<file path="src/rtl/mac_combiner_pipe_pkg.sv">
// ============================================================================
// mac_combiner_pipe_pkg : mode codes and width defaults for the MAC combiner
// Rev 1.0
// ============================================================================
`default_nettype none

package mac_combiner_pipe_pkg;

  // cfg encodes log2 of the group size in lanes
  localparam int MAC_SINGLE    = 0;
  localparam int MAC_DUAL      = 1;
  localparam int MAC_QUAD      = 2;
  localparam int MAC_ACC_WIDTH = 32;
  localparam int MAC_MIN_WIDTH = 8;

  // Group sizes beyond the tree depth fall back to single-lane pass-through.
  function automatic int unsigned clamp_cfg(input int unsigned cfg, input int unsigned levels);
    return (cfg > levels) ? int'(MAC_SINGLE) : cfg;
  endfunction

  function automatic int unsigned group_lanes(input int unsigned cfg);
    return (cfg == MAC_QUAD) ? 4 : (cfg == MAC_DUAL) ? 2 : (1 << cfg);
  endfunction

endpackage

`default_nettype wire

</file>
<file path="src/rtl/mac_combiner_stage.sv">
// ============================================================================
// mac_combiner_stage : one level of the lane-merge tree plus its pipeline regs
// Optional MAC_COMBINER_SIGNED_EN: sign-extend blocks before shift/add.
// Rev 1.0
// ============================================================================
`default_nettype none

module mac_combiner_stage
  import mac_combiner_pipe_pkg::*;
#(
  parameter int LANES   = 4,
  parameter int LANE_W  = MAC_ACC_WIDTH,
  parameter int SHIFT_W = MAC_MIN_WIDTH,
  parameter int LEVEL   = 0,
  parameter int CFG_W   = 2
) (
  input  logic                    clk,
  input  logic                    rst_n,
  input  logic                    clr,
  input  logic                    en,
  input  logic                    in_valid,
  input  logic [CFG_W-1:0]        in_cfg,
  input  logic [LANES*LANE_W-1:0] in_data,
  output logic                    out_valid,
  output logic [CFG_W-1:0]        out_cfg,
  output logic [LANES*LANE_W-1:0] out_data
);

  localparam int DATA_W = LANES * LANE_W;
  localparam int BLK_W  = (2 ** LEVEL) * LANE_W;
  localparam int PAIR_W = 2 * BLK_W;
  localparam int NPAIRS = DATA_W / PAIR_W;
  localparam int SH     = (2 ** LEVEL) * SHIFT_W;

  logic              merge_en;
  logic [DATA_W-1:0] merged;

  assign merge_en = (in_cfg > CFG_W'(LEVEL));

  generate
    for (genvar b = 0; b < NPAIRS; b++) begin : g_pair
      logic [BLK_W-1:0]  lo;
      logic [BLK_W-1:0]  hi;
      logic [PAIR_W-1:0] lo_x;
      logic [PAIR_W-1:0] hi_x;
      logic [PAIR_W-1:0] sum;

      assign lo = in_data[b*PAIR_W +: BLK_W];
      assign hi = in_data[b*PAIR_W + BLK_W +: BLK_W];
`ifdef MAC_COMBINER_SIGNED_EN
      assign lo_x = {{BLK_W{lo[BLK_W-1]}}, lo};
      assign hi_x = {{BLK_W{hi[BLK_W-1]}}, hi};
`else
      assign lo_x = {{BLK_W{1'b0}}, lo};
      assign hi_x = {{BLK_W{1'b0}}, hi};
`endif
      // Upper block carries the higher weight; sum wraps at the merged width.
      assign sum = lo_x + (hi_x << SH);
      assign merged[b*PAIR_W +: PAIR_W] = merge_en ? sum : in_data[b*PAIR_W +: PAIR_W];
    end
  endgenerate

  always_ff @(posedge clk or negedge rst_n) begin
    if (!rst_n) begin
      out_valid <= 1'b0;
      out_cfg   <= '0;
      out_data  <= '0;
    end else begin
      // Flush wins over hold; payload registers are left to go stale.
      if (clr) begin
        out_valid <= 1'b0;
      end else if (en) begin
        out_valid <= in_valid;
      end
      if (en) begin
        out_cfg  <= in_cfg;
        out_data <= merged;
      end
    end
  end

endmodule

`default_nettype wire

</file>
<file path="src/rtl/mac_combiner_pipe.sv">
// ============================================================================
// mac_combiner_pipe : pipelined lane combiner, one tree level per stage
// Optional MAC_COMBINER_SIGNED_EN: two's complement partials.
// Rev 1.0
// ============================================================================
`default_nettype none

module mac_combiner_pipe
  import mac_combiner_pipe_pkg::*;
#(
  parameter int LANES   = 4,
  parameter int LANE_W  = MAC_ACC_WIDTH,
  parameter int SHIFT_W = MAC_MIN_WIDTH,
  parameter int LEVELS  = $clog2(LANES),
  parameter int CFG_W   = $clog2(LEVELS + 1)
) (
  input  logic                    clk,
  input  logic                    rst_n,
  input  logic                    clr,
  input  logic                    in_valid,
  output logic                    in_ready,
  input  logic [CFG_W-1:0]        cfg,
  input  logic [LANES*LANE_W-1:0] partials,
  output logic                    out_valid,
  input  logic                    out_ready,
  output logic [CFG_W-1:0]        out_cfg,
  output logic [LANES*LANE_W-1:0] outs
);

  localparam int DATA_W = LANES * LANE_W;

  logic              advance;
  logic [CFG_W-1:0]  cfg_eff;
  logic [LEVELS:0]   v;
  logic [CFG_W-1:0]  c [LEVELS+1];
  logic [DATA_W-1:0] d [LEVELS+1];

  assign cfg_eff  = CFG_W'(clamp_cfg(32'(cfg), LEVELS));

  // Single global enable: the whole pipe either shifts or holds.
  assign advance  = !out_valid || out_ready;
  assign in_ready = advance;

  assign v[0] = in_valid;
  assign c[0] = cfg_eff;
  assign d[0] = partials;

  generate
    for (genvar l = 0; l < LEVELS; l++) begin : g_level
      mac_combiner_stage #(
        .LANES   (LANES),
        .LANE_W  (LANE_W),
        .SHIFT_W (SHIFT_W),
        .LEVEL   (l),
        .CFG_W   (CFG_W)
      ) u_stage (
        .clk       (clk),
        .rst_n     (rst_n),
        .clr       (clr),
        .en        (advance),
        .in_valid  (v[l]),
        .in_cfg    (c[l]),
        .in_data   (d[l]),
        .out_valid (v[l+1]),
        .out_cfg   (c[l+1]),
        .out_data  (d[l+1])
      );
    end
  endgenerate

  assign out_valid = v[LEVELS];
  assign out_cfg   = c[LEVELS];
  assign outs      = d[LEVELS];

endmodule

`default_nettype wire

</file>
<file path="config.mk">
export PLATFORM = sky130hd
export DESIGN_NAME = mac_combiner_pipe
export DESIGN_NICKNAME = d
export VERILOG_FILES = /design/src/rtl/mac_combiner_pipe_pkg.sv /design/src/rtl/mac_combiner_stage.sv /design/src/rtl/mac_combiner_pipe.sv
export SDC_FILE = /design/constraint.sdc
export NUM_CORES = 1
export LEC_CHECK = 0
export ABC_AREA = 1
export CAP_MARGIN = 10
export CORE_MARGIN = 3
export CORE_UTILIZATION = 56
export DETAILED_ROUTE_END_ITERATION = 10
export GPL_TIMING_DRIVEN = 0
export PLACE_DENSITY_LB_ADDON = 0.2
export SKIP_LAST_GASP = 1
export SLEW_MARGIN = 20
export SYNTH_ARGS = -nofsm -noshare
export SYNTH_HDL_FRONTEND = slang
export SYNTH_SLANG_ARGS = --single-unit
</file>
<file path="constraint.sdc">
create_clock -name clk -period 2.5 [get_ports clk]
set_clock_uncertainty 0.2 [all_clocks]
set_input_delay 0.375 -clock clk [delete_from_list [all_inputs] [get_ports clk]]
set_output_delay 0.375 -clock clk [all_outputs]
set_load 0.005 [all_outputs]
</file>
==> results.sh, run 1 <==
export IMPL_failed_checks="negative setup slack"
export IMPL_post_route_worst_setup_slack_ps=-140
export IMPL_worstMarginPinSlew_ps=1040
export IMPL_wl_per_cell_um=22.9
export IMPL_antenna_found_initial=2
export IMPL_report_final_hold_viol_count=0
export IMPL_placedInstanceArea_um2=24000
export IMPL_cellPowerDensity_nw_per_um2=698
export IMPL_worst_ep_arrival_time_ps=2950
export IMPL_initial_utilization=0.574
export IMPL_cts_sink_count=262
export IMPL_pin_count_of_the_biggest_net_entering_global_routing=81
export IMPL_setup_violations=18
export IMPL_detailroute_via_count=23652
export IMPL_min_period_over_period=1.06
export IMPL_synth_yosys_seq_area_share=0.318
export IMPL_setup_worst_path_end_class="flop"
export IMPL_setup_repair_after_global_routing_missed_its_margin="true"
export IMPL_count_of_flip_flops_with_a_built_in_enable_after_synthesis=0
export IMPL_critPathTopFamily="compound AO/OA/AOI/OAI gates"
export IMPL_slew_headroom=0.306
export IMPL_ctsLongestPathBuffers=3
export IMPL_slowest_delay_ps=400
export IMPL_final_nets=3726
export IMPL_synthesis_nets=3406
export IMPL_clk_root_buffer_cell="clkbuf_16"
export IMPL_static_leakage_power_nw=13.1
export IMPL_critPathMaxFanout=4
export IMPL_synthArstFlopShare=1.00
export IMPL_grt_first_pass_wirelength_um=131000
export IMPL_synth_top_area_frac=0.318
export IMPL_finalWirelength_um=91200
export IMPL_cap_viol_max_count=0
export IMPL_cp_data_required_time_ps=2810
export IMPL_drive_gt1_frac=0.144
export IMPL_ant_nets=0
export IMPL_grt_remaining_overflow=0
export IMPL_post_synth_inst_count=3170
export IMPL_via_density_per_instance=5.95
export IMPL_worst_ir_drop_vdd_v=0.000764
export IMPL_post_synth_instance_area_um2=20600
export IMPL_clk_latency_ps=600
export IMPL_floorplan_die_height_um=198
export IMPL_mostFrequentLayoutCell="nand2_1"
export IMPL_syn2layout_area_growth_pct=27.1
export IMPL_detailed_place_hpwl_um=70100
export IMPL_synth_cell_types=42
export IMPL_synth_seq_cells=262
export IMPL_synth_warning_count=0
export IMPL_post_layout_total_power_mw=18.3
export IMPL_maximum_clock_frequency_ghz=0.379
export IMPL_dieArea_um2=39200
export IMPL_tritoncts_num_buffers=29
export IMPL_worst_path_cell_with_the_longest_stage_delay="dfrtp_1"
export IMPL_run_status="finished, violations left"
export IMPL_coreArea_um2=35900
export IMPL_critical_path_cell_chain="ha_2 > fa_2 > nand3_4 > nand3_4 > nand2_2 > nand2_2 > nand2_1 > nand2_2 > xnor2_1 > nand2_1 > o21ai_0 > o21ai_1"
export IMPL_initialDrtViolationCount=3330
export IMPL_timing_max_transition_violations_final=0
export IMPL_numPortBuffers=266
export IMPL_number_of_filler_cells_placed_in_the_layout=2835
export IMPL_final_min_clock_period_ps=2640
export IMPL_startpoint_class="flop"
export IMPL_netlist_top_cells_area="dfrtp_1, nand2_1, inv_1"
export IMPL_dr_pass1_iters=7
export IMPL_gp_routability_congestion=1.16
export IMPL_ios=267
export IMPL_die_w_um=198
export IMPL_clkSlewWorstSetupHoldPaths_ps=60
export IMPL_hold_class="in -> async"
export IMPL_cts_tree="built"
export IMPL_grt_usage=0.444
export IMPL_timing_setup_critical_path_class="reg -> reg"
export IMPL_crit_buf_inv=0
export IMPL_post_synth_top_area_cell="dfrtp_1"
export IMPL_synthFlopType="dfrtp_1"
export IMPL_fp_row_count=69
export IMPL_most_common_cell_type_on_the_critical_path="nand2_2"
export IMPL_final_cell_area_um2=26200
export IMPL_mapped_avg_cell_area_um2=6.51
export IMPL_grt_pass1_vias=22515
export IMPL_layout_cells_most_common_list="nand2_1, inv_1, clkdlybuf4s50_1"
export IMPL_drt_drc_violations_left=0
export IMPL_clock_tree_htree_level_count=1
## power breakdown
group          internal [mW]  total (mW)  leakage, nW  switching [mW]
Combinational           3.31        7.85         9.40            4.54
Clock                   2.82        4.78        0.496            1.96
Sequential              4.90        5.66         3.16           0.761
## state kept, by name, summed over array words and instances, names as in the netlist
| register | cells |
|---|---|
| g_level.u_stage.out_cfg | 4 |
| g_level.u_stage.out_valid | 2 |
| g_level.u_stage.out_data | 256 |
## final cells by class
type | instances | area, um^2 | share of cell area
Timing Repair Buffer | 289 | 2920 | 0.111
Tap cell | 461 | 577 | 0.0220
Sequential cell | 262 | 6590 | 0.251
Clock inverter | 17 | 272 | 0.0104
Inverter | 455 | 1710 | 0.0653
Multi-Input combinational cell | 2236 | 12000 | 0.458
Antenna cell | 1 | 2.50 | 0.0000955
Buffer | 217 | 1370 | 0.0521
Clock buffer | 35 | 768 | 0.0293
## worst register-to-register path, cell delays in order, from the launching register on
cell and delay [ps]:
dfrtp_1 400, ha_2 220, fa_2 380, nand3_4 100
nand3_4 100, nand2_2 80, nand2_2 90, nand2_1 80
nand2_2 90, xnor2_1 130, nand2_1 50, o21ai_0 360
o21ai_1 260
## worst paths after layout
path	startpoint	end	slack, ps	cells past startpoint
max	g_level[0].u_stage.out_data[16]	g_level[1].u_stage.out_data[32]	-140	12
min in group clk	partials[3]	g_level[0].u_stage.out_data[3]	120	3
max in group asynchronous	rst_n	g_level[0].u_stage.out_data[97]	500	5
max reg2reg	g_level[0].u_stage.out_data[16]	g_level[1].u_stage.out_data[32]	-140	12
min reg2reg	g_level[1].u_stage.out_data[54]	g_level[1].u_stage.out_data[54]	280	2
min	rst_n	g_level[0].u_stage.out_data[67]	60	2
## routing by layer
| metal | vias to the layer above | GRT usage | share of wire | routed length [um] |
|---|---|---|---|---|
| met3 | 457 | 0.127 | 0.14 | 12600 |
| met1 | 10910 | 0.563 | 0.36 | 32600 |
| met4 | 2 | 0.276 | 0.086 | 7810 |
| li1 | 10512 | - | - | - |
| met5 | - | 0 | 0.000099 | 9 |
| met2 | 1771 | 0.671 | 0.42 | 38100 |
## stage by stage
stage | hold WS, ps | utilization | TNS [ps] | std cells | setup slack [ps]
CTS | 104 | 0.707 | -162 | 3959 | -109
global placement | 254 | 0.664 | -2696720 | 3897 | -9930
finish | 61.1 | 0.730 | -648 | 3973 | -140
floorplan | -121 | - | 0 | 3170 | 282
global route | 118 | 0.730 | -922 | 3972 | -141
detailed placement | 107 | 0.667 | -113450 | 3900 | -964
## synthesized netlist by cell type (all sizes together), types with 3 or more instances
library cell and number:
o221ai 3, nor4 6, dfrtp 262, o22ai 4
o21a 7, o211ai 15, a22o 22, a21oi 168
buf 151, ha 98, nand2 1100, clkinv 3
xnor2 23, o21bai 14, or2 8, xor2 27
fa 3, a21o 8, nand3b 3, nor3 29
o21ai 221, nand4 19, nor2 243, nand3 208
inv 452, clkbuf 66, a22oi 3
## kinds of logic after synthesis
kind of cell	after synthesis	share of synthesized area
xor+xnor	50	0.0212
fa+ha+maj	101	0.0624
buf+inv	672	0.146
simple gates	1618	0.328
compound gates	467	0.124
flops	262	0.318
## timing repair
action,in CTS,in global routing
hold buffers,1,0
buffers inserted,6,13
endpoints found under the setup margin,135,80
resized for setup,76,177
hold endpoints to repair,118,0
pin swaps,6,27
No activity file was read; power rests on OpenSTA's default activity.
==> run 2: changes to the inputs <==
- ABC_CLOCK_PERIOD_IN_PS: not set -> 2500
==> results of run 2 <==
Final layout, timing and power as in run 1 (identical DEF).
